File: config.mk
export PLATFORM = sky130hd
export DESIGN_NAME = multi_pattern_detector_flat
export DESIGN_NICKNAME = d
export VERILOG_FILES = /design/src/rtl/multi_pattern_detector_if.sv /design/src/rtl/multi_pattern_detector.sv /design/src/flat_wrapper.sv
export SDC_FILE = /design/constraint.sdc
export NUM_CORES = 1
export LEC_CHECK = 0
export ABC_CLOCK_PERIOD_IN_PS = 1700
export BUFFER_PORTS_ARGS = -buffer_cell sky130_fd_sc_hd__buf_4
export CAP_MARGIN = 20
export CORE_UTILIZATION = 51
export DETAILED_ROUTE_END_ITERATION = 8
export HOLD_SLACK_MARGIN = 0.15
export MAX_ROUTING_LAYER = met4
export PLACE_DENSITY = 0.75
export SLEW_MARGIN = 20
export SYNTH_ARGS = -nofsm -noshare
export SYNTH_HDL_FRONTEND = slang
export SYNTH_SLANG_ARGS = --single-unit
File: constraint.sdc
create_clock -name clk -period 1.7 [get_ports clk]
set_input_delay 0.085 -clock clk [delete_from_list [all_inputs] [get_ports clk]]
set_output_delay 0.085 -clock clk [all_outputs]
set_load 0.1 [all_outputs]
File: src/rtl/multi_pattern_detector_if.sv
// Bundle of configuration, sample and result signals for multi_pattern_detector.
// The master drives the table writes and input words; the slave (the detector) returns the match results.
interface multi_pattern_detector_if #(
  parameter int W     = 4,
  parameter int N     = 4,
  parameter int CNT_W = 8
);
  localparam int IW = (N > 1) ? $clog2(N) : 1;

  logic             cfg_we;
  logic [IW-1:0]    cfg_idx;
  logic [W-1:0]     cfg_pat;
  logic [W-1:0]     cfg_mask;
  logic             cfg_ena;
  logic             in_valid;
  logic [W-1:0]     x;
  logic             clr_count;
  logic             z;
  logic [IW-1:0]    z_idx;
  logic             z_rise;
  logic [CNT_W-1:0] run_len;
  logic [CNT_W-1:0] hit_count;

  modport master (
    output cfg_we, cfg_idx, cfg_pat, cfg_mask, cfg_ena, in_valid, x, clr_count,
    input  z, z_idx, z_rise, run_len, hit_count
  );

  modport slave (
    input  cfg_we, cfg_idx, cfg_pat, cfg_mask, cfg_ena, in_valid, x, clr_count,
    output z, z_idx, z_rise, run_len, hit_count
  );
endinterface

File: src/rtl/multi_pattern_detector.sv
// Compares each valid input word against N programmable (pattern, mask, enable) entries
// and reports a registered match flag, lowest matching index, rising pulse, run length and hit count.
module multi_pattern_detector #(
  parameter int W     = 4,
  parameter int N     = 4,
  parameter int CNT_W = 8
) (
  input logic clk,
  input logic rst,
  multi_pattern_detector_if.slave bus
);
  localparam int IW = (N > 1) ? $clog2(N) : 1;
  localparam logic [CNT_W-1:0] CNT_MAX = '1;

  typedef enum logic {NOMATCH = 1'b0, MATCH = 1'b1} state_t;

  logic [W-1:0]     pat_reg  [N];
  logic [W-1:0]     mask_reg [N];
  logic [N-1:0]     ena_reg;
  logic [N-1:0]     hit;
  logic             any_hit;
  logic [IW-1:0]    hit_idx;

  state_t           state_reg, state_next;
  logic [IW-1:0]    z_idx_reg, z_idx_next;
  logic             z_rise_reg, z_rise_next;
  logic [CNT_W-1:0] run_len_reg, run_len_next;
  logic [CNT_W-1:0] hit_count_reg, hit_count_next;

  // Each entry owns its storage; an out-of-range cfg_idx simply matches no entry.
  // Comparison reads the pre-write contents, so a same-cycle write only affects later words.
  for (genvar gi = 0; gi < N; gi++) begin : g_entry
    always_ff @(posedge clk) begin
      if (rst) begin
        pat_reg[gi]  <= '0;
        mask_reg[gi] <= '1;
        ena_reg[gi]  <= 1'b0;
      end else if (bus.cfg_we && (bus.cfg_idx == IW'(gi))) begin
        pat_reg[gi]  <= bus.cfg_pat;
        mask_reg[gi] <= bus.cfg_mask;
        ena_reg[gi]  <= bus.cfg_ena;
      end
    end

    assign hit[gi] = ena_reg[gi] & (((bus.x ^ pat_reg[gi]) & mask_reg[gi]) == '0);
  end

  assign any_hit = |hit;

  // Scan from the top so the lowest hitting index is the one left standing.
  always_comb begin
    hit_idx = '0;
    for (int i = N - 1; i >= 0; i--) begin
      if (hit[i]) hit_idx = IW'(i);
    end
  end

  always_ff @(posedge clk) begin
    if (rst) begin
      state_reg     <= NOMATCH;
      z_idx_reg     <= '0;
      z_rise_reg    <= 1'b0;
      run_len_reg   <= '0;
      hit_count_reg <= '0;
    end else begin
      state_reg     <= state_next;
      z_idx_reg     <= z_idx_next;
      z_rise_reg    <= z_rise_next;
      run_len_reg   <= run_len_next;
      hit_count_reg <= hit_count_next;
    end
  end

  always_comb begin
    state_next     = state_reg;
    z_idx_next     = z_idx_reg;
    z_rise_next    = 1'b0;
    run_len_next   = run_len_reg;
    hit_count_next = hit_count_reg;

    if (bus.in_valid) begin
      if (any_hit) begin
        state_next     = MATCH;
        z_idx_next     = hit_idx;
        z_rise_next    = (state_reg == NOMATCH);
        run_len_next   = (run_len_reg == CNT_MAX) ? run_len_reg : run_len_reg + 1'b1;
        hit_count_next = (hit_count_reg == CNT_MAX) ? hit_count_reg : hit_count_reg + 1'b1;
      end else begin
        state_next   = NOMATCH;
        run_len_next = '0;
      end
    end

    // A clear request beats a simultaneous hit.
    if (bus.clr_count) hit_count_next = '0;
  end

  assign bus.z         = (state_reg == MATCH);
  assign bus.z_idx     = z_idx_reg;
  assign bus.z_rise    = z_rise_reg;
  assign bus.run_len   = run_len_reg;
  assign bus.hit_count = hit_count_reg;
endmodule

File: src/flat_wrapper.sv
// flat-port wrapper written by rule: the top's interface ports become plain ports
module multi_pattern_detector_flat 
#(
  parameter int W     = 4,
  parameter int N     = 4,
  parameter int CNT_W = 8
)
  (clk, rst, bus_cfg_we, bus_cfg_idx, bus_cfg_pat, bus_cfg_mask, bus_cfg_ena, bus_in_valid, bus_x, bus_clr_count, bus_z, bus_z_idx, bus_z_rise, bus_run_len, bus_hit_count);
  multi_pattern_detector_if #(.W(W), .N(N), .CNT_W(CNT_W)) bus_i ();
  input logic clk;
  input logic rst;
  input wire logic [$bits(bus_i.cfg_we)-1:0] bus_cfg_we;
  input wire logic [$bits(bus_i.cfg_idx)-1:0] bus_cfg_idx;
  input wire logic [$bits(bus_i.cfg_pat)-1:0] bus_cfg_pat;
  input wire logic [$bits(bus_i.cfg_mask)-1:0] bus_cfg_mask;
  input wire logic [$bits(bus_i.cfg_ena)-1:0] bus_cfg_ena;
  input wire logic [$bits(bus_i.in_valid)-1:0] bus_in_valid;
  input wire logic [$bits(bus_i.x)-1:0] bus_x;
  input wire logic [$bits(bus_i.clr_count)-1:0] bus_clr_count;
  output wire logic [$bits(bus_i.z)-1:0] bus_z;
  output wire logic [$bits(bus_i.z_idx)-1:0] bus_z_idx;
  output wire logic [$bits(bus_i.z_rise)-1:0] bus_z_rise;
  output wire logic [$bits(bus_i.run_len)-1:0] bus_run_len;
  output wire logic [$bits(bus_i.hit_count)-1:0] bus_hit_count;
  assign bus_i.cfg_we = bus_cfg_we;
  assign bus_i.cfg_idx = bus_cfg_idx;
  assign bus_i.cfg_pat = bus_cfg_pat;
  assign bus_i.cfg_mask = bus_cfg_mask;
  assign bus_i.cfg_ena = bus_cfg_ena;
  assign bus_i.in_valid = bus_in_valid;
  assign bus_i.x = bus_x;
  assign bus_i.clr_count = bus_clr_count;
  assign bus_z = bus_i.z;
  assign bus_z_idx = bus_i.z_idx;
  assign bus_z_rise = bus_i.z_rise;
  assign bus_run_len = bus_i.run_len;
  assign bus_hit_count = bus_i.hit_count;
  multi_pattern_detector #(.W(W), .N(N), .CNT_W(CNT_W)) u_core (.clk(clk), .rst(rst), .bus(bus_i));
endmodule
## Yosys cells after proc, flatten, opt, wreduce, memory -nomap -nowiden

Memory sizes are Yosys's and may differ from the RTL's.
Index checks and enable logic that the tools add are counted.

| cells by class | value |
|---|---|
| $add $sub $neg | 2 |
| eq/ne operators | 6 |
| muxes and demuxes | 29 |
| bitwise logic cells | 24 |
| reductions and logical operators | 15 |

Operators by type and width:

| kind | count |
|---|---|
| $mux W4 | 8 |
| $add A8 B1 Y8 const B | 2 |
| $and A4 B4 Y4 | 4 |
| $eq A8 B8 Y1 const B | 2 |
| $logic_not A4 Y1 | 4 |
| $mux W8 | 2 |
| $xor A4 B4 Y4 | 4 |
| $mux W1 | 15 |
| $mux W2 | 4 |
| $or A1 B1 Y1 | 8 |
| $and A1 B1 Y1 | 4 |
| $eq A2 B2 Y1 const B | 2 |
| $logic_and A1 B1 Y1 | 4 |
| $not A1 Y1 | 4 |
| $reduce_and A2 Y1 | 2 |
| $reduce_or A4 Y1 | 1 |
| $reduce_and A3 Y1 | 1 |
| $reduce_or A3 Y1 | 1 |
| $eq A2 B1 Y1 const B | 1 |
| $logic_not A2 Y1 | 1 |
| $ne A2 B2 Y1 const B | 1 |
| $reduce_or A2 Y1 | 1 |

| word-level totals | value |
|---|---|
| bits in registers | 24 |
| bits in writable memories | 32 |
| output and inout bits | 20 |
| memories | 2 |

Memories:

| memory | depth | bits a word | rd ports | clocked after Yosys merged registers in | wr ports | RTL line | source |
|---|---|---|---|---|---|---|---|
| u_core.mask_reg | 4 | 4 | 4 | 0 | 4 | multi_pattern_detector.sv:18 | `logic [W-1:0] mask_reg [N];` |
| u_core.pat_reg | 4 | 4 | 4 | 0 | 4 | multi_pattern_detector.sv:17 | `logic [W-1:0] pat_reg [N];` |

## Depth between registers and ports, before layout

| logic depth | value |
|---|---|
| word-level depth | 8 |
| mapped depth | 8 |
| mapped depth without buffers | 7 |

## Least setup slack after synthesis

No wires, ideal clock.

| path | value |
|---|---|
| path kind | register -> register |
| from | reg u_core.run_len_reg[0], in the netlist u_core.bus.run_len[0] |
| to | reg u_core.run_len_reg[5], in the netlist u_core.bus.run_len[5] |
| library setup time | 128 ps |
| data arrival time | 2468 ps |
| required time | 1572 ps |
| path slack | -896 ps |
| stages on the path, launching flop included | 8 |
| path buffers | 0 |
| path through | dfxtp_1 -> ha_1 -> nand2_1 -> or3_1 -> nand4_1 -> mux2_2 -> a21oi_1 -> nor2_1 |

| on the way | value |
|---|---|
| word-level cells in the longest chain between the ends | 3 |
| elaborated cells between the ends (all ways) | 6 |
| classes of those cells | 1 x add/sub; 2 x eq/ne; 2 x mux; 1 x reduce/logical |

Ends and longest elaborated chain:

| what | RTL line | source |
|---|---|---|
| start: declaration | multi_pattern_detector.sv:27 | `logic [CNT_W-1:0] run_len_reg, run_len_next;` |
| start signal: assignment | multi_pattern_detector.sv:69 | `run_len_reg <= run_len_next;` |
| $add A8 B1 Y8 / $eq A8 B8 Y1 (equally long branches) | multi_pattern_detector.sv:86 | `run_len_next = (run_len_reg == CNT_MAX) ? run_len_reg : run_len_reg + 1'b1;` |
| $mux W8 / $ne A2 B2 Y1 (equally long branches) | n/a |  |
| $mux W8 / $reduce_and A2 Y1 (equally long branches) | n/a |  |

Parallel ways exist; a longest one is shown, timed or not. The select of a mux whose other input is x is not followed.
A chain may end at the register's enable or synchronous reset.

==> flow_metrics.tcl <==
set metrics [dict create \
    outcome "complete, but fails checks" \
    violations "setup timing" \
    clock_sinks 56 \
    antenna_found_initial 0 \
    slew_headroom 0.628 \
    final_common_cell "buf_4" \
    drive_above_1_share 0.305 \
    synth_seq_cells 56 \
    hold_path_class "input port to flop" \
    worst_slew_pin_slew_ps 557 \
    synth_cells 260 \
    fin_ws_ps -71.1 \
    cp_cell_sequence "xor2_1, a222oi_1, nand2_1, nand4_4, buf_12, nand3_1, a31oi_1" \
    area_delta_synth_final_pct 31.0 \
    htree_levels 2 \
    syn-cell-area_um2 2680 \
    n_antenna_cell 0 \
    path_clk_slew_ps 100 \
    grt_max_degree 29 \
    grt_setup_unrepaired "true" \
    ctsRootBufferMaster "clkbuf_8" \
    dieArea_um2 5560 \
    final_nets 343 \
    dieHeight_um 74.5 \
    regArea_um2 1500 \
    period_minus_slack_ps 1770 \
    core_um2 5070 \
    p_per_area_nw_per_um2 799 \
    vias 2131 \
    fin_skew_ps 6.92 \
    ys_warn_count 0 \
    dpl.hpwl_mm 4.01 \
    nFillCells 382 \
    drc 0 \
    synth_cell_types 40 \
    ios 40 \
    cts_buffers 5 \
    crit_path_end_kind "flop" \
    worstPathMaxFanout 14 \
    io_buffers 39 \
    fmax_mhz 565 \
    crit_type "flop to flop" \
    finalWirelength_mm 5.84 \
    via_per_inst 5.45 \
    synth_fp_nets 282 \
    critPathSlowestCell "edfxtp_1" \
    die_x_um 74.5 \
    vdd_drop_max_v 0.000589 \
    arrival_ps 2000 \
    finalCoreUtilization 0.693 \
    multiInputGateArea_um2 1230 \
    start_util 0.529 \
    syn_area_per_cell_um2 10.3 \
    leakage_nw 1.31 \
    drt_iter0_drc 135 \
    synth_seq_area_share 0.537 \
    grt_first_pass_wirelength_mm 9.60 \
    fin_crit_sh 1.04 \
    grt_overflow 0 \
    worst_setup_path_start_kind "flop" \
    clock_path_buffers 2 \
    finalSetupViolCount 13 \
    slew_violations 0 \
    place_inst 370 \
    clock_latency_ps 310 \
    cts_tree "yes" \
    hold_violations 0 \
    drt-wirelength-per-cell_um 14.9 \
    final_cells 391 \
    grt_pass1_vias 2000 \
    detail-route-antenna-nets 0 \
    drv_cap 0 \
    holdWs_ps 248 \
    rows 26 \
    track_usage 0.242 \
    final_cell_mix "buf_4, edfxtp_1, nand2_1, nand2b_1" \
    firstDrtPassIters 4 \
    cp_data_required_time_ps 1930 \
    cpPeakStageDelay_ps 390 \
    place_congestion 0.800 \
]
-- routing by layer --
layer  vias to the layer above  part of all wire  GRT usage
met5                         -                 0          -
met4                         0             0.011     0.0692
met3                         7             0.038     0.0474
met2                        57              0.50      0.406
met1                      1006              0.45      0.297
li1                       1061                 -          -
-- power breakdown --
part	internal (mW)	total, mW	switching (mW)
combinational	0.132	0.298	0.166
clock	0.580	1.01	0.434
sequential	1.47	1.50	0.0247
-- critical path, delay by kind of cell, from the launching register on --
family | cells | cell delay (ps)
DFF | 1 | 390
and+or+nand+nor | 3 | 410
xor gates and xnor gates | 1 | 170
AOI/OAI and AO/OA | 2 | 560
buffers and inverters | 1 | 150
-- synthesized netlist by cell type, drive strengths merged --
library cell / number / area (um2)
nand2: 27 / 104
xor2: 16 / 140
a222oi: 3 / 30.0
nor4: 1 / 6.26
nand4: 8 / 56.3
a21bo: 1 / 10.0
and4: 2 / 17.5
nor3: 6 / 30.0
o21ai: 8 / 40.0
nor3b: 3 / 22.5
and2: 16 / 100
nand2b: 18 / 113
or3: 5 / 31.3
and3: 3 / 18.8
nor2: 10 / 37.5
a31oi: 6 / 37.5
nand3: 13 / 65.1
a211oi: 5 / 37.5
clkbuf: 6 / 22.5
nand4b: 1 / 8.76
a21o: 3 / 22.5
ha: 2 / 25.0
mux2: 1 / 11.3
buf: 4 / 35.0
inv: 8 / 30.0
a22oi: 1 / 7.51
or2: 1 / 6.26
a31o: 7 / 61.3
a21oi: 13 / 65.1
edfxtp: 32 / 961
dfxtp: 24 / 480
a41oi: 1 / 8.76
o41ai: 1 / 16.3
nor2b: 4 / 25.0
-- kinds of logic after synthesis --
family | Yosys count | share of synthesized area
buffers and inverters | 18 | 0.0326
adder cells (fa/ha/maj) | 2 | 0.00932
AO/OA/AOI/OAI | 49 | 0.125
AND/OR/NAND/NOR | 118 | 0.239
flip-flops | 56 | 0.537
multiplexers | 1 | 0.00420
XOR/XNOR | 16 | 0.0522
-- final timing paths --
check | startpoint | endpoint | slack (ps) | cells after the start
worst min register to register | u_core.bus.z | u_core.bus.z_rise | 460 | 1
worst min-delay path | bus_cfg_idx[1] | u_core.mask_reg[0][1] | 250 | 4
worst max register to register | u_core.pat_reg[0][2] | u_core.bus.run_len[0] | -70 | 7
worst max-delay path | u_core.pat_reg[0][2] | u_core.bus.run_len[0] | -70 | 7
-- layout make-up --
cell class,instances,area share
Multi-Input combinational cell,186,0.349
Clock inverter,2,0.0171
Tap cell,70,0.0249
Sequential cell,56,0.427
Inverter,8,0.00854
Clock buffer,5,0.0196
Timing Repair Buffer,64,0.153
-- metrics by stage --
stage	cell area (um2)	setup slack, ps	power, mW	setup TNS (ps)
2_1_floorplan	2790	-136	1.68	-136
3_3_place_gp	3220	5.21	1.79	0
3_5_place_dp	3220	-104	1.79	-654
4_1_cts	3500	-75.1	2.81	-551
5_1_grt	3520	-198	2.90	-2360
6_report	3520	-71.1	2.81	-539
-- what timing repair did --
item	4_1_cts	5_1_grt
hold buffers	12	0
endpoints found under the hold margin	51	0
endpoints found under the setup margin	15	18
pin swaps	10	5
cloned	0	0
resized for setup	3	5
buffers inserted	2	1
No activity file was read; power rests on OpenSTA's default activity.
